`config.mk`:
```
export PLATFORM = sky130hd
export DESIGN_NAME = cp0_unit_flat
export DESIGN_NICKNAME = d
export VERILOG_FILES = /design/src/rtl/cp0_unit_if.sv /design/src/rtl/cp0_unit.sv /design/src/flat_wrapper.sv
export SDC_FILE = /design/constraint.sdc
export NUM_CORES = 1
export LEC_CHECK = 0
export CAP_MARGIN = 15
export CORE_AREA = 3 3 121 123
export CTS_CLUSTER_DIAMETER = 100
export CTS_CLUSTER_SIZE = 20
export DETAILED_ROUTE_END_ITERATION = 8
export DIE_AREA = 0 0 124 126
export PLACE_DENSITY_LB_ADDON = 0.2
export SLEW_MARGIN = 20
export SYNTH_ARGS = -nofsm -noshare
export SYNTH_HDL_FRONTEND = slang
export SYNTH_SLANG_ARGS = --single-unit
export TNS_END_PERCENT = 20
```
`constraint.sdc`:
```
create_clock -name clk -period 3.3 [get_ports clk]
set_input_delay 0.495 -clock clk [delete_from_list [all_inputs] [get_ports clk]]
set_output_delay 0.495 -clock clk [all_outputs]
set_load 0.02 [all_outputs]
```
`src/rtl/cp0_unit_if.sv`:
```
// Controller <-> CP0 bus: MTC0/MFC0 access, exception strobes,
// device interrupt lines, and IntReq/EPC back to the controller.
interface cp0_unit_if;
  logic [4:0]  A1;
  logic [4:0]  A2;
  logic [31:0] DIn;
  logic [31:0] PC;
  logic [5:0]  HWInt;
  logic        We;
  logic        EPCWr;
  logic        EXLSet;
  logic        EXLClr;
  logic        IntReq;
  logic [31:0] EPC;
  logic [31:0] DOut;

  modport master (
    output A1, A2, DIn, PC, HWInt,
    output We, EPCWr, EXLSet, EXLClr,
    input  IntReq, EPC, DOut
  );

  modport slave (
    input  A1, A2, DIn, PC, HWInt,
    input  We, EPCWr, EXLSet, EXLClr,
    output IntReq, EPC, DOut
  );
endinterface

```
`src/rtl/cp0_unit.sv`:
```
// Coprocessor 0: SR, Cause, EPC, PRId, Count/Compare
// and the interrupt request sampled by the controller.
module cp0_unit (
  input logic       clk,
  input logic       reset,
  cp0_unit_if.slave bus
);
  localparam logic [31:0] PRID = 32'h0000_4D50;

  localparam logic [4:0] A_COUNT = 5'd9;
  localparam logic [4:0] A_CMP   = 5'd11;
  localparam logic [4:0] A_SR    = 5'd12;
  localparam logic [4:0] A_CAUSE = 5'd13;
  localparam logic [4:0] A_EPC   = 5'd14;
  localparam logic [4:0] A_PRID  = 5'd15;

  logic [5:0]  im;
  logic        exl;
  logic        ie;
  logic [5:0]  ip;
  logic        ti;
  logic [31:0] epc;
  logic [31:0] count;
  logic [31:0] compare;

  logic        wr_sr;
  logic        wr_epc;
  logic        wr_count;
  logic        wr_cmp;
  logic [31:0] cnt_nxt;
  logic [5:0]  ip_eff;
  logic [31:0] sr_rd;
  logic [31:0] cause_rd;
  logic [31:0] dout;

  assign wr_sr    = bus.We && (bus.A2 == A_SR);
  assign wr_epc   = bus.We && (bus.A2 == A_EPC);
  assign wr_count = bus.We && (bus.A2 == A_COUNT);
  assign wr_cmp   = bus.We && (bus.A2 == A_CMP);

  assign cnt_nxt = wr_count ? bus.DIn
                            : count + 32'd1;

  // Timer pending folds into the top IP bit.
  assign ip_eff = {ip[5] | ti, ip[4:0]};

  assign sr_rd    = {16'b0, im, 8'b0, exl, ie};
  assign cause_rd = {16'b0, ip_eff, 10'b0};

  always_ff @(posedge clk or negedge reset) begin
    if (!reset) begin
      im  <= '0;
      exl <= 1'b0;
      ie  <= 1'b0;
    end else begin
      if (wr_sr) begin
        im <= bus.DIn[15:10];
        ie <= bus.DIn[0];
      end
      if (bus.EXLSet)
        exl <= 1'b1;
      else if (bus.EXLClr)
        exl <= 1'b0;
      else if (wr_sr)
        exl <= bus.DIn[1];
    end
  end

  always_ff @(posedge clk or negedge reset) begin
    if (!reset) begin
      ip <= '0;
    end else begin
      ip <= bus.HWInt;
    end
  end

  always_ff @(posedge clk or negedge reset) begin
    if (!reset) begin
      epc <= '0;
    end else if (bus.EPCWr) begin
      epc <= bus.PC & ~32'd3;
    end else if (wr_epc) begin
      epc <= bus.DIn & ~32'd3;
    end
  end

  always_ff @(posedge clk or negedge reset) begin
    if (!reset) begin
      count   <= '0;
      compare <= 32'hFFFF_FFFF;
      ti      <= 1'b0;
    end else begin
      count <= cnt_nxt;
      if (wr_cmp)
        compare <= bus.DIn;
      // A Compare write wins over a same-cycle match.
      if (wr_cmp)
        ti <= 1'b0;
      else if (cnt_nxt == compare)
        ti <= 1'b1;
    end
  end

  always_comb begin
    dout = '0;
    unique case (1'b1)
      (bus.A1 == A_COUNT): dout = count;
      (bus.A1 == A_CMP):   dout = compare;
      (bus.A1 == A_SR):    dout = sr_rd;
      (bus.A1 == A_CAUSE): dout = cause_rd;
      (bus.A1 == A_EPC):   dout = epc;
      (bus.A1 == A_PRID):  dout = PRID;
      default:             dout = '0;
    endcase
  end

  assign bus.DOut   = dout;
  assign bus.EPC    = epc;
  assign bus.IntReq = (|(ip_eff & im)) & ie & ~exl;
endmodule

```
`src/flat_wrapper.sv`:
```
// flat-port wrapper written by rule: the top's interface ports become plain ports
module cp0_unit_flat 
  (clk, reset, bus_A1, bus_A2, bus_DIn, bus_PC, bus_HWInt, bus_We, bus_EPCWr, bus_EXLSet, bus_EXLClr, bus_IntReq, bus_EPC, bus_DOut);
  cp0_unit_if bus_i ();
  input logic clk;
  input logic reset;
  input wire logic [$bits(bus_i.A1)-1:0] bus_A1;
  input wire logic [$bits(bus_i.A2)-1:0] bus_A2;
  input wire logic [$bits(bus_i.DIn)-1:0] bus_DIn;
  input wire logic [$bits(bus_i.PC)-1:0] bus_PC;
  input wire logic [$bits(bus_i.HWInt)-1:0] bus_HWInt;
  input wire logic [$bits(bus_i.We)-1:0] bus_We;
  input wire logic [$bits(bus_i.EPCWr)-1:0] bus_EPCWr;
  input wire logic [$bits(bus_i.EXLSet)-1:0] bus_EXLSet;
  input wire logic [$bits(bus_i.EXLClr)-1:0] bus_EXLClr;
  output wire logic [$bits(bus_i.IntReq)-1:0] bus_IntReq;
  output wire logic [$bits(bus_i.EPC)-1:0] bus_EPC;
  output wire logic [$bits(bus_i.DOut)-1:0] bus_DOut;
  assign bus_i.A1 = bus_A1;
  assign bus_i.A2 = bus_A2;
  assign bus_i.DIn = bus_DIn;
  assign bus_i.PC = bus_PC;
  assign bus_i.HWInt = bus_HWInt;
  assign bus_i.We = bus_We;
  assign bus_i.EPCWr = bus_EPCWr;
  assign bus_i.EXLSet = bus_EXLSet;
  assign bus_i.EXLClr = bus_EXLClr;
  assign bus_IntReq = bus_i.IntReq;
  assign bus_EPC = bus_i.EPC;
  assign bus_DOut = bus_i.DOut;
  cp0_unit u_core (.clk(clk), .reset(reset), .bus(bus_i));
endmodule
```
# == Yosys cells after proc, flatten, opt, wreduce, memory -nomap -nowiden ==
# Cells that the tools add are included.
# totals
register_bits,111
latchBits,0
mem_bits_rw,0
romBits,0
input_bits,86
out_inout_bits,65
wordCells,42
mem_count,0
# op_classes
n_addsub,1
n_mul,0
div,0
magnitude_cmp,0
n_eq_ne,11
shifts,0
mux,9
bitwise_logic,5
reduce_logical,8
# op_table
operator,n
$pmux W32 S6,1
$mux W32,3
$eq A5 B4 Y1 const B,10
$add A32 B1 Y32 const B,1
$eq A32 B32 Y1,1
$and A6 B6 Y6,1
$reduce_or A6 Y1,1
$mux W1,5
$logic_and A1 B1 Y1,4
$reduce_bool A2 Y1,2
$reduce_bool A3 Y1,1
$and A1 B1 Y1,2
$not A1 Y1,1
$or A1 B1 Y1,1

# == Longest topological paths before layout ==
# Gate-level depths: netlist of the first run.
# logic_depth
word_depth,6
ltp_mapped,11
depth_no_buf,9

# == Worst setup path after synthesis of the first run ==
# Ideal clock, no wire load.
# synth_path
kind,in2reg
startpoint,input port bus_A2[1]
endpoint,register u_core.ti
setup_time_ns,0.104
t_arrival_ns,2.800
required_ns,3.196
slack_ns,0.396
stages,11
n_path_buf,3
path_cell_list,or3b_1 > buf_2 > or2_4 > buf_6 > buf_6 > nand2_1 > o21ai_1 > a221oi_2 > nand4_1 > or4b_1 > o41ai_2
# synth_via
elab_chain_len,5
elab_cells_between_ends,8
classes_between,eq/ne: 3; mux: 2; reduce/logical: 3
# synth_lines
element,line_no,source
"start, declared",flat_wrapper.sv:8,input wire logic [$bits(bus_i.A2)-1:0] bus_A2;
$eq A5 B4 Y1,cp0_unit.sv:38,assign wr_count = bus.We && (bus.A2 == A_COUNT);
$logic_and A1 B1 Y1,cp0_unit.sv:38,
$mux W32,cp0_unit.sv:41,assign cnt_nxt = wr_count ? bus.DIn
$eq A32 B32 Y1,cp0_unit.sv:99,else if (cnt_nxt == compare)
$reduce_bool A2 Y1 (no line),--,
"end signal, assigned",cp0_unit.sv:91,ti <= 1'b0;
"end signal, assigned",cp0_unit.sv:98,ti <= 1'b0;
"end signal, assigned",cp0_unit.sv:100,ti <= 1'b1;
"end, declared",cp0_unit.sv:21,logic ti;
# Several ways; a longest one is shown, not always the timed one.
# A chain may end at the register's enable or synchronous reset.

# == Worst setup path after layout of the first run ==
# layout_path
startpoint,input port bus_A1[4]
endpoint,output port bus_DOut[4]
# layout_via
elab_chain_len,2
elab_cells_between_ends,7
classes_between,eq/ne: 6; mux: 1
# layout_lines
element,line_no,source
"start, declared",flat_wrapper.sv:7,input wire logic [$bits(bus_i.A1)-1:0] bus_A1;
"$eq A5 B4 Y1, or another cell as far along",cp0_unit.sv:112,(bus.A1 == A_PRID): dout = PRID;
$pmux W32 S6 *,cp0_unit.sv:106,unique case (1'b1)
"end, declared",flat_wrapper.sv:18,output wire logic [$bits(bus_i.DOut)-1:0] bus_DOut;
# Every way passes the cells marked *; elsewhere a longest branch is shown, timed or not.

==> out/metrics.json, run 1 <==
{
  "total_leakage_power_nw": 3.82,
  "tritoncts.num_buffers": 9,
  "critical-path-top-delay-family": "buffers and inverters",
  "post_route_cells_drive_above_1_share_pct": 19.9,
  "initial_utilization_pct": 49.1,
  "non_filler_cells_in_the_finished_layout": 1101,
  "synth-edff-count": 0,
  "grt_max_degree": 87,
  "setup.worst_path.end_class": "output pin",
  "critical_path.n_buffers_inverters": 4,
  "grt_antenna_before_repair": 1,
  "post-synth-top-count-cell": "sky130_fd_sc_hd__o21ai_0",
  "tns_ns": 0,
  "port-buffer-count": 146,
  "postPlaceCellArea_mm2": 0.00891,
  "floorplan.io_pins": 151,
  "yosysUniqueCellTypes": 67,
  "core-area_mm2": 0.0138,
  "r2r_setup_slack_ns": 0.19,
  "detail_route.wirelength_um": 25100,
  "synth_area_leader_cell": "sky130_fd_sc_hd__dfrtp_1",
  "final_max_slew_viol_count": 0,
  "worstMarginPinSlew_ns": 1.04,
  "syn-cell-area_mm2": 0.00677,
  "cp-startpoint": "bus_A1[4]",
  "critical_path_cell_sequence": "clkdlybuf4s50_1, nor4bb_4, buf_4, bufbuf_16, nand3_1, o21ai_0, clkdlybuf4s50_1",
  "mean_routed_wirelength_per_cell_um": 22.8,
  "placement_rows": 43,
  "share_of_the_yosys_chip_area_belonging_to_registers_pct": 40.9,
  "grt_pass1_wl_um": 38700,
  "number_of_drc_violations_after_detailed_routing": 0,
  "yosys_most_used_dff": "sky130_fd_sc_hd__dfrtp_1",
  "timing.setup.critical_path_class": "in -> out",
  "drc_violation_total_after_the_first_tritonroute_iteration": 619,
  "synth_top_cells_by_count": "sky130_fd_sc_hd__o21ai_0, sky130_fd_sc_hd__dfrtp_1, sky130_fd_sc_hd__nand2_1",
  "number_of_warning_messages_in_the_yosys_log": 0,
  "gr-total-overflow": 0,
  "worst_slack_ns": 0.112,
  "min_period_over_period_pct": 96.6,
  "place_worst_setup_slack_ns": -0.236,
  "design.final.nets": 1003,
  "floorplan.die.height_um": 126,
  "cts_sinks": 109,
  "hold_violations": 0,
  "grt_pass1_vias": 6942,
  "overall_routing_resource_usage_pct": 32.4,
  "die_width_um": 124,
  "cts_buffer_depth": 2,
  "cp_common_cell": "sky130_fd_sc_hd__clkdlybuf4s50_1",
  "clock_insertion_delay_worst_skew_ns": 0.36,
  "timing.critical_path.slowest_cell_delay_ns": 0.64,
  "syn_area_per_cell_um2": 9.33,
  "synthesis.instances": 725,
  "fp.dieArea_mm2": 0.0156,
  "number_of_fillers_in_the_final_layout": 1109,
  "clockRootBuffer": "sky130_fd_sc_hd__clkbuf_16",
  "peakVddDrop_mv": 0.342,
  "vias": 6727,
  "cp-start-kind": "input pin",
  "htree_num_levels": 3,
  "timing.final.crit_period_ns": 3.19,
  "syn_to_final_growth_pct": 37.6,
  "antenna_left": 0,
  "first_pass_iters": 7,
  "vias_per_cell": 6.11,
  "outcome": "finished clean",
  "powerDensity_mw_per_mm2": 525,
  "async_flop_share_pct": 100,
  "cp_max_fo": 32,
  "n_antenna_cell": 0,
  "detailedPlacementHpwl_um": 18500,
  "netlist_top_cells_area": "sky130_fd_sc_hd__dfrtp_1, sky130_fd_sc_hd__dfstp_2, sky130_fd_sc_hd__mux2_2",
  "cts-hold-fix-buffers": 0,
  "hold_path_class": "in -> async",
  "worst_ep_arrival_time_ns": 2.69,
  "timing.critical_path.slowest_stage_cell": "sky130_fd_sc_hd__clkdlybuf4s50_1",
  "r2r_start": "u_core.count[4]$_DFF_PN0_",
  "clkTransAtPathRegs_ns": 0.08,
  "rsz0062_at_grt": "no",
  "max_freq_ghz": 0.314,
  "finalClockSkew_ns": 0.0115,
  "numPlacedInstances": 1083,
  "design_area_mm2": 0.00931,
  "synth_seq_cells": 109,
  "tritoncts": "done",
  "finalSetupViolCount": 0,
  "critPathRequiredTime_ns": 2.80,
  "routability_congestion_estimate": 0.945,
  "drv.max_cap_violation_count": 0,
  "worst_max_slew_margin_expressed_relative_to_the_limit_pct": 30.8,
  "synth_top_cell_area_share_pct": 28.5
}
==> sequential cells by signal, indices dropped and copies added, names as in the netlist <==
name,count
u_core.ip,6
u_core.count,32
u_core.ti,1
u_core.ie,1
u_core.im,6
u_core.bus.EPC,30
u_core.compare,32
u_core.exl,1
==> routing by layer <==
metal	up-vias	track usage (%)	routed length (um)
met5	-	0	8
met1	3293	42.2	10200
met2	309	53.3	12200
met4	2	12.8	944
li1	3058	-	-
met3	65	5.61	1720
==> through the flow <==
stage	util [%]	hold slack, ns	power [mW]
final	67.6	0.201	4.89
after global routing	67.6	0.270	5.15
after CTS	67.2	0.406	4.88
after detailed placement	64.7	0.519	3.75
after global placement	64.7	0.510	3.71
after floorplan	-	0.199	2.92
==> cells in the final DEF, fill, tap and decap left out, types with 5 or more instances in the layout <==
cell,Yosys,routed
sky130_fd_sc_hd__clkdlybuf4s50_1,0,126
sky130_fd_sc_hd__buf_4,3,81
sky130_fd_sc_hd__o21ai_0,80,80
sky130_fd_sc_hd__dfrtp_1,77,77
sky130_fd_sc_hd__nand2_1,74,74
sky130_fd_sc_hd__nand3_1,44,44
sky130_fd_sc_hd__mux2i_1,36,36
sky130_fd_sc_hd__mux2_2,36,36
sky130_fd_sc_hd__xnor2_1,33,33
sky130_fd_sc_hd__dfstp_2,32,32
sky130_fd_sc_hd__xor2_1,30,30
sky130_fd_sc_hd__a21oi_1,27,27
sky130_fd_sc_hd__nor2_1,25,25
sky130_fd_sc_hd__a22oi_1,23,23
sky130_fd_sc_hd__nand4_1,18,18
sky130_fd_sc_hd__dlymetal6s2s_1,0,18
sky130_fd_sc_hd__a221oi_1,13,13
sky130_fd_sc_hd__inv_1,13,13
sky130_fd_sc_hd__and3_1,9,9
sky130_fd_sc_hd__and4_1,9,9
sky130_fd_sc_hd__nand2b_1,9,9
sky130_fd_sc_hd__clkbuf_16,0,9
sky130_fd_sc_hd__a31oi_1,8,7
sky130_fd_sc_hd__nor4_1,7,7
sky130_fd_sc_hd__a222oi_1,5,5
sky130_fd_sc_hd__nor3_1,5,5
==> worst paths after layout <==
check	to	cells past startpoint
worst max-delay path	bus_DOut[4]	7
worst min-delay path	u_core.bus.EPC[27]$_DFFE_PN0P_	1
worst max register to register	u_core.ti$_DFFE_PN0P_	8
worst min register to register	u_core.compare[21]$_DFFE_PN1P_	2
max in group asynchronous	u_core.compare[6]$_DFFE_PN1P_	2
min in group clk	u_core.compare[21]$_DFFE_PN1P_	2
==> final cells by class <==
cell class	instances	area [um2]	share of cell area, %
clock buffers	10	229	2.46
clock inverters	6	71.3	0.766
inverters	14	52.6	0.564
multi-input cells	551	3760	40.4
flip-flops and latches	109	2770	29.7
well taps	180	225	2.42
repair buffers	231	2200	23.7
==> report_power, final <==
| part | internal [mW] | switching, mW | leakage (nW) | total (mW) |
|---|---|---|---|---|
| Combinational | 0.812 | 0.888 | 2.43 | 1.70 |
| Clock | 0.598 | 0.529 | 0.145 | 1.13 |
| Sequential | 1.67 | 0.391 | 1.24 | 2.06 |
| Total | 3.08 | 1.81 | 3.82 | 4.89 |
==> kinds of logic (layout without fill, tap and decap cells) <==
kind of cell	Yosys count	after routing	synth area share [%]
fa+ha+maj	1	1	0.185
buf+inv	66	261	4.20
compound gates	187	187	17.7
other cells	1	2	0.0554
simple gates	226	226	17.5
flops	109	109	40.9
xor+xnor	63	63	8.15
mux	72	72	11.3
==> timing repair <==
item | in CTS | in global routing
buffers inserted | 1 | 0
resized for setup | 0 | 19
pin swaps | 1 | 0
setup endpoints to repair | 1 | 19
cloned | 1 | 0
Note: power is estimated with default switching activity, not from simulation.
==> run 2: changes to the inputs <==
MAX_ROUTING_LAYER = met4   (was unset)
==> run 2 against run 1 <==
Compared with the run above: power increased by 1.4%; wire length decreased by 2.4%; via count decreased by 0.59%; worst setup slack got worse by 0.060 ns; non-clock buffer count decreased by 2; first-iteration DRC count decreased by 12%; sequential share of layout area increased by 0.092 points; clock power increased by 6%; clock skew decreased by 0.0057 ns; register-to-register slack got worse by 0.10 ns; critical path depth unchanged; critical path type unchanged.
==> out/metrics.json, run 2 (synthesis gave the netlist of run 1 again) <==
{
  "grt_pass1_wl": {"value": 36900, "unit": "um", "change": "-4.4%"},
  "finalClockSkew": {"value": 0.00575, "unit": "ns", "change": "-0.00573 ns"},
  "design_area": {"value": 0.00928, "unit": "mm2", "change": "-0.31%"},
  "overall_routing_resource_usage": {"value": 31.7, "unit": "%", "change": "-0.61 points"},
  "fin_worst_hold_slack": {"value": 0.145, "unit": "ns", "change": "-0.0564 ns"},
  "fp.dieArea": {"value": 0.0156, "unit": "mm2", "change": "unchanged"},
  "htree_num_levels": {"value": 3, "change": "unchanged"},
  "final_cell_mix": "sky130_fd_sc_hd__clkdlybuf4s50_1, sky130_fd_sc_hd__o21ai_0, sky130_fd_sc_hd__buf_4",
  "min_period_over_period": {"value": 98.4, "unit": "%", "change": "+1.8 points"},
  "hold_path_class": "in -> async",
  "clock_insertion_delay_worst_skew": {"value": 0.36, "unit": "ns", "change": "about the same"},
  "worst_slack": {"value": 0.0517, "unit": "ns", "change": "-0.0602 ns"},
  "design.final.nets": {"value": 1001, "change": "-0.20%"},
  "final_max_slew_viol_count": {"value": 0, "change": "unchanged"},
  "routability_congestion_estimate": {"value": 0.933, "change": "-1.2%"},
  "critical_path.n_buffers_inverters": {"value": 4, "change": "unchanged"},
  "critical-path-top-delay-family": "buffers and inverters",
  "worst_max_slew_margin_expressed_relative_to_the_limit": {"value": 30.7, "unit": "%", "change": "-0.12 points"},
  "worstMarginPinSlew": {"value": 1.04, "unit": "ns", "change": "+0.00182 ns"},
  "max_freq": {"value": 0.308, "unit": "GHz", "change": "-1.9%"},
  "powerDensity": {"value": 534, "unit": "mW/mm2", "change": "+1.7%"},
  "cts_sinks": {"value": 109, "change": "unchanged"},
  "layout.cells.most_common": "sky130_fd_sc_hd__clkdlybuf4s50_1",
  "post_route_cells_drive_above_1_share": {"value": 19.6, "unit": "%", "change": "-0.28 points"},
  "path_length_in_cells_of_the_critical_path": {"value": 7, "change": "unchanged"},
  "grt_pass1_vias": {"value": 6681, "change": "-3.8%"},
  "floorplan.die.height": {"value": 126, "unit": "um", "change": "unchanged"},
  "grt_antenna_before_repair": {"value": 0, "change": "-1"},
  "cp_max_fo": {"value": 32, "change": "unchanged"},
  "timing.final.crit_period": {"value": 3.25, "unit": "ns", "change": "+0.0602 ns"},
  "peakVddDrop": {"value": 0.285, "unit": "mV", "change": "-17%"},
  "postPlaceCellArea": {"value": 0.00890, "unit": "mm2", "change": "-0.11%"},
  "port-buffer-count": {"value": 146, "change": "unchanged"},
  "grt_max_degree": {"value": 65, "change": "-25%"},
  "place_worst_setup_slack": {"value": -0.232, "unit": "ns", "change": "+0.00420 ns"},
  "first_pass_iters": {"value": 6, "change": "-1"},
  "cts-hold-fix-buffers": {"value": 0, "change": "unchanged"},
  "detailedPlacementHpwl": {"value": 17900, "unit": "um", "change": "-2.9%"},
  "total_leakage_power": {"value": 3.59, "unit": "nW", "change": "-6.1%"},
  "setup.worst_path.end_class": "output pin",
  "cp_common_cell": "sky130_fd_sc_hd__clkdlybuf4s50_1",
  "antenna_left": {"value": 0, "change": "unchanged"},
  "detail_route.wirelength": {"value": 24500, "unit": "um", "change": "-2.4%"},
  "cts_buffer_depth": {"value": 2, "change": "unchanged"},
  "r2r_setup_slack": {"value": 0.09, "unit": "ns", "change": "-0.10 ns"},
  "vias_per_cell": {"value": 6.08, "change": "-0.41%"},
  "mean_routed_wirelength_per_cell": {"value": 22.3, "unit": "um", "change": "-2.2%"},
  "n_antenna_cell": {"value": 0, "change": "unchanged"},
  "core-area": {"value": 0.0138, "unit": "mm2", "change": "unchanged"},
  "ff2ff_path_depth": {"value": 10, "change": "+2"},
  "finalSetupViolCount": {"value": 0, "change": "unchanged"},
  "timing.critical_path.slowest_cell_delay": {"value": 0.65, "unit": "ns", "change": "about the same"},
  "hold_violations": {"value": 0, "change": "unchanged"},
  "gr-total-overflow": {"value": 0, "change": "unchanged"},
  "tns": {"value": 0, "unit": "ns", "change": "unchanged"},
  "syn_to_final_growth_pct": 37.2,
  "initial_utilization": {"value": 49.1, "unit": "%", "change": "unchanged"},
  "clockRootBuffer": "sky130_fd_sc_hd__clkbuf_16",
  "floorplan.io_pins": {"value": 151, "change": "unchanged"},
  "tritoncts.num_buffers": {"value": 9, "change": "unchanged"},
  "rsz0062_at_grt": "yes",
  "drv.max_cap_violation_count": {"value": 0, "change": "unchanged"},
  "timing.setup.critical_path_class": "in -> out",
  "vias": {"value": 6687, "change": "-0.59%"},
  "r2r-end": "u_core.ti$_DFFE_PN0P_",
  "critical_path_cell_sequence": "clkdlybuf4s50_1, nor4bb_4, buf_4, clkbuf_16, nand2_1, a32oi_1, clkdlybuf4s50_1",
  "cp-start-kind": "input pin",
  "number_of_drc_violations_after_detailed_routing": {"value": 0, "change": "unchanged"},
  "drc_violation_total_after_the_first_tritonroute_iteration": {"value": 544, "change": "-12%"},
  "outcome": "finished clean",
  "critPathRequiredTime": {"value": 2.80, "unit": "ns", "change": "about the same"},
  "die_width": {"value": 124, "unit": "um", "change": "unchanged"},
  "clkTransAtPathRegs": {"value": 0.07, "unit": "ns", "change": "about the same"},
  "worst_ep_arrival_time": {"value": 2.75, "unit": "ns", "change": "+0.06 ns"},
  "r2r_start": "u_core.count[0]$_DFF_PN0_",
  "tritoncts": "done",
  "placement_rows": {"value": 43, "change": "unchanged"},
  "timing.critical_path.slowest_stage_cell": "sky130_fd_sc_hd__clkdlybuf4s50_1"
}
[run 2: area by class of cell]
cell class / instances / area, um2
Inverter: 14 / 52.6
Multi-Input combinational cell: 551 / 3750
Sequential cell: 109 / 2770
Fill cell: 1095 / 4490
Clock buffer: 10 / 229
Clock inverter: 6 / 95.1
Tap cell: 180 / 225
Timing Repair Buffer: 229 / 2160
[run 2: metrics by stage]
| stage | total power, mW | utilization [%] | instances |
|---|---|---|---|
| 2_1_floorplan | 2.92 | - | 726 |
| 3_3_place_gp | 3.70 | 64.7 | 1080 |
| 3_5_place_dp | 3.73 | 64.7 | 1080 |
| 4_1_cts | 4.94 | 67.0 | 1096 |
| 5_1_grt | 5.20 | 67.4 | 1099 |
| 6_report | 4.96 | 67.4 | 1099 |
[run 2: how the worst max path moves through the flow]
stage               slack (ns)                    end                      start
floorplan                 0.40  u_core.ti$_DFFE_PN0P_                  bus_A2[1]
global placement         -0.20  u_core.ti$_DFFE_PN0P_                  bus_A2[0]
detailed placement       -0.23  u_core.ti$_DFFE_PN0P_                  bus_A2[1]
CTS                       0.06            bus_DOut[0]                  bus_A1[4]
global route             -0.02  u_core.ti$_DFFE_PN0P_  u_core.count[0]$_DFF_PN0_
finish                    0.05           bus_DOut[12]                  bus_A1[0]
[run 2: repair_timing]
| item | 4_1_cts | 5_1_grt |
|---|---|---|
| endpoints found under the setup margin | 0 | 10 |
| buffers inserted | 0 | 2 |
| resized for setup | 0 | 8 |
[run 2: layer usage]
metal | share of wire (%) | track usage (%) | vias to the layer above
li1 | - | - | 3056
met1 | 41 | 40.9 | 3289
met2 | 50 | 52.1 | 303
met4 | 2.6 | 10.5 | 0
met5 | 0 | - | -
met3 | 6.0 | 3.68 | 39
[run 2: where the power goes]
group	switching (mW)	internal (mW)	total, mW	leakage, nW
registers	0.378	1.67	2.05	1.24
logic	0.900	0.808	1.71	2.19
clock network	0.528	0.674	1.20	0.151
[run 2: worst reg2reg max path, cell delays in order, from the launching register on]
cell	delay, ns
sky130_fd_sc_hd__dfrtp_1	0.44
sky130_fd_sc_hd__ha_1	0.24
sky130_fd_sc_hd__nand3_1	0.15
sky130_fd_sc_hd__buf_4	0.19
sky130_fd_sc_hd__or4_1	0.47
sky130_fd_sc_hd__a31oi_1	0.29
sky130_fd_sc_hd__xor2_1	0.13
sky130_fd_sc_hd__a21oi_1	0.16
sky130_fd_sc_hd__nand4_1	0.16
sky130_fd_sc_hd__or4b_1	0.56
sky130_fd_sc_hd__o41ai_2	0.33
==> run 3: changes to the inputs <==
CAP_MARGIN = 10   (was 15)
SKIP_LAST_GASP = 1   (was unset)
==> run 3 against run 2 <==
Compared with the run above: largest cell class unchanged; combinational power hardly changed; fmax down 0.69%; global-route usage stayed put; utilization fell by 0.091 points; final cell count is the same; sequential share of layout area about the same; sequential power is essentially flat.
==> out/metrics.json, run 3 (synthesis gave the netlist of run 1 again) <==
{
  "tritoncts": "done",
  "switching_share": {"value": 36.5, "unit": "%", "change": "+0.053 points"},
  "hold_violations": {"value": 0, "change": "unchanged"},
  "cellInternalPower": {"value": 3.15, "unit": "mW", "change": "about the same"},
  "floorplan.io_pins": {"value": 151, "change": "unchanged"},
  "core-area": {"value": 0.0138, "unit": "mm2", "change": "unchanged"},
  "vias": {"value": 6677, "change": "-0.15%"},
  "number_of_fillers_in_the_final_layout": {"value": 1097, "change": "+0.18%"},
  "overall_routing_resource_usage": {"value": 31.7, "unit": "%", "change": "unchanged"},
  "number_of_drc_violations_after_detailed_routing": {"value": 0, "change": "unchanged"},
  "peakVddDrop": {"value": 0.286, "unit": "mV", "change": "+0.27%"},
  "clkTransAtPathRegs": {"value": 0.07, "unit": "ns", "change": "about the same"},
  "rsz0062_at_grt": "yes",
  "grt_max_degree": {"value": 65, "change": "unchanged"},
  "routability_congestion_estimate": {"value": 0.933, "change": "unchanged"},
  "pwr-share-clk": {"value": 24.3, "unit": "%", "change": "about the same"},
  "cts_sinks": {"value": 109, "change": "unchanged"},
  "finalClockSkew": {"value": 0.00611, "unit": "ns", "change": "+0.000357 ns"},
  "r2r_start": "u_core.count[0]$_DFF_PN0_",
  "syn_to_final_growth_pct": 37.0,
  "initial_utilization": {"value": 49.1, "unit": "%", "change": "unchanged"},
  "n_antenna_cell": {"value": 0, "change": "unchanged"},
  "p_sw": {"value": 1.81, "unit": "mW", "change": "+0.23%"},
  "cts_buffer_depth": {"value": 2, "change": "unchanged"},
  "postLayoutCoreUtil": {"value": 67.3, "unit": "%", "change": "-0.091 points"},
  "worst_ep_arrival_time": {"value": 2.78, "unit": "ns", "change": "+0.03 ns"},
  "tritoncts.num_buffers": {"value": 9, "change": "unchanged"},
  "grt_pass1_vias": {"value": 6681, "change": "unchanged"},
  "min_period_over_period": {"value": 99.1, "unit": "%", "change": "+0.69 points"},
  "sequentialPowerShare": {"value": 41.3, "unit": "%", "change": "about the same"},
  "r2r-end": "u_core.ti$_DFFE_PN0P_",
  "total_leakage_power": {"value": 3.54, "unit": "nW", "change": "-1.3%"},
  "r2r_setup_slack": {"value": 0.12, "unit": "ns", "change": "+0.03 ns"},
  "antenna_left": {"value": 0, "change": "unchanged"},
  "die_width": {"value": 124, "unit": "um", "change": "unchanged"},
  "placement_rows": {"value": 43, "change": "unchanged"},
  "final_cell_mix": "sky130_fd_sc_hd__clkdlybuf4s50_1, sky130_fd_sc_hd__o21ai_0, sky130_fd_sc_hd__buf_4",
  "sequential_cell_area": {"value": 0.00277, "unit": "mm2", "change": "unchanged"},
  "drc_violation_total_after_the_first_tritonroute_iteration": {"value": 585, "change": "+7.5%"},
  "critPathRequiredTime": {"value": 2.80, "unit": "ns", "change": "about the same"},
  "detailedPlacementHpwl": {"value": 17900, "unit": "um", "change": "unchanged"},
  "cp-start-kind": "input pin",
  "outcome": "finished clean",
  "timing.final.crit_period": {"value": 3.27, "unit": "ns", "change": "+0.0227 ns"},
  "cp_max_fo": {"value": 32, "change": "unchanged"},
  "vias_per_cell": {"value": 6.08, "change": "-0.15%"},
  "layout.cells.most_common": "sky130_fd_sc_hd__clkdlybuf4s50_1",
  "powerDensity": {"value": 536, "unit": "mW/mm2", "change": "+0.22%"},
  "timing.setup.critical_path_class": "in -> out",
  "grt_pass1_wl": {"value": 36900, "unit": "um", "change": "unchanged"},
  "setup.worst_path.end_class": "output pin",
  "max_freq": {"value": 0.306, "unit": "GHz", "change": "-0.69%"},
  "worstMarginPinSlew": {"value": 1.04, "unit": "ns", "change": "+0.000284 ns"},
  "gr-total-overflow": {"value": 0, "change": "unchanged"},
  "detail_route.wirelength": {"value": 24600, "unit": "um", "change": "+0.33%"},
  "drv.max_cap_violation_count": {"value": 0, "change": "unchanged"},
  "htree_num_levels": {"value": 3, "change": "unchanged"},
  "worst_max_slew_margin_expressed_relative_to_the_limit": {"value": 30.7, "unit": "%", "change": "about the same"},
  "finalSetupViolCount": {"value": 0, "change": "unchanged"},
  "floorplan.die.height": {"value": 126, "unit": "um", "change": "unchanged"},
  "clockRootBuffer": "sky130_fd_sc_hd__clkbuf_16",
  "multi_input_comb_area": {"value": 0.00375, "unit": "mm2", "change": "unchanged"},
  "clock_insertion_delay_worst_skew": {"value": 0.36, "unit": "ns", "change": "about the same"},
  "design_area": {"value": 0.00927, "unit": "mm2", "change": "-0.13%"},
  "hold_path_class": "in -> async",
  "post_route_cells_drive_above_1_share": {"value": 19.6, "unit": "%", "change": "unchanged"},
  "first_pass_iters": {"value": 5, "change": "-1"},
  "mean_routed_wirelength_per_cell": {"value": 22.3, "unit": "um", "change": "+0.33%"},
  "ff2ff_path_depth": {"value": 10, "change": "unchanged"},
  "cp-startpoint": "bus_A1[0]",
  "postPlaceCellArea": {"value": 0.00890, "unit": "mm2", "change": "unchanged"},
  "gate_power_share": {"value": 34.4, "unit": "%", "change": "about the same"},
  "port-buffer-count": {"value": 146, "change": "unchanged"},
  "fp.dieArea": {"value": 0.0156, "unit": "mm2", "change": "unchanged"},
  "grt_antenna_before_repair": {"value": 0, "change": "unchanged"},
  "design.final.nets": {"value": 1001, "change": "unchanged"},
  "final_max_slew_viol_count": {"value": 0, "change": "unchanged"}
}
## run 3: cell types whose count changed in the layout (fill, tap and decap cells not counted), sizes merged
cell           previous run  this run
clkdlybuf4s50           139       142
dlymetal6s2s              5         2
## run 3: metal layers
| layer | share of wire [%] | GRT usage, % |
|---|---|---|
| met5 | 0 | - |
| met4 | 2.6 | 10.5 |
| met3 | 5.7 | 3.68 |
| met2 | 50 | 52.1 |
| met1 | 42 | 40.9 |
## run 3: final cells by class
cell class | instances | share of cell area [%]
Sequential cell | 109 | 29.9
Clock inverter | 6 | 1.03
Inverter | 14 | 0.567
Clock buffer | 10 | 2.47
Tap cell | 180 | 2.43
Timing Repair Buffer | 229 | 23.1
Multi-Input combinational cell | 551 | 40.5
## run 3: per-stage QoR
stage | worst slack, ns | power [mW] | setup TNS, ns | hold slack (ns) | std cells
6_report | 0.0290 | 4.96 | 0 | 0.141 | 1099
5_1_grt | -0.0610 | 5.20 | -0.541 | 0.196 | 1099
4_1_cts | 0.0583 | 4.94 | 0 | 0.178 | 1096
3_5_place_dp | -0.232 | 3.73 | -0.232 | 0.499 | 1080
3_3_place_gp | -0.200 | 3.70 | -0.200 | 0.500 | 1080
2_1_floorplan | 0.396 | 2.92 | 0 | 0.199 | 726
## run 3: worst max-delay path by stage
stage,endpoint,cells after the start
finish,bus_DOut[3],7
global route,bus_DOut[6],7
CTS,bus_DOut[0],6
detailed placement,u_core.ti$_DFFE_PN0P_,9
global placement,u_core.ti$_DFFE_PN0P_,9
floorplan,u_core.ti$_DFFE_PN0P_,11
## run 3: repair_timing
action                     in CTS  in global routing
hold buffers                    0                  0
setup endpoints to repair       0                 10
resized for setup               0                  4
setup buffers                   0                  2
## run 3: critical path, stage by stage
cell                              delay, ns
sky130_fd_sc_hd__clkdlybuf4s50_1       0.54
sky130_fd_sc_hd__nor4bb_4              0.33
sky130_fd_sc_hd__buf_4                 0.20
sky130_fd_sc_hd__buf_8                 0.27
sky130_fd_sc_hd__a22oi_1               0.13
sky130_fd_sc_hd__o21ai_0               0.16
sky130_fd_sc_hd__clkdlybuf4s50_1       0.63
## run 3: power groups by stage
| stage | clock network [mW] | logic (mW) | registers [mW] |
|---|---|---|---|
| 2_1_floorplan | 0 | 0.937 | 1.98 |
| 3_3_place_gp | 0 | 1.65 | 2.04 |
| 3_5_place_dp | 0 | 1.68 | 2.06 |
| 4_1_cts | 1.22 | 1.69 | 2.04 |
| 5_1_grt | 1.27 | 1.84 | 2.09 |
| 6_report | 1.21 | 1.71 | 2.05 |
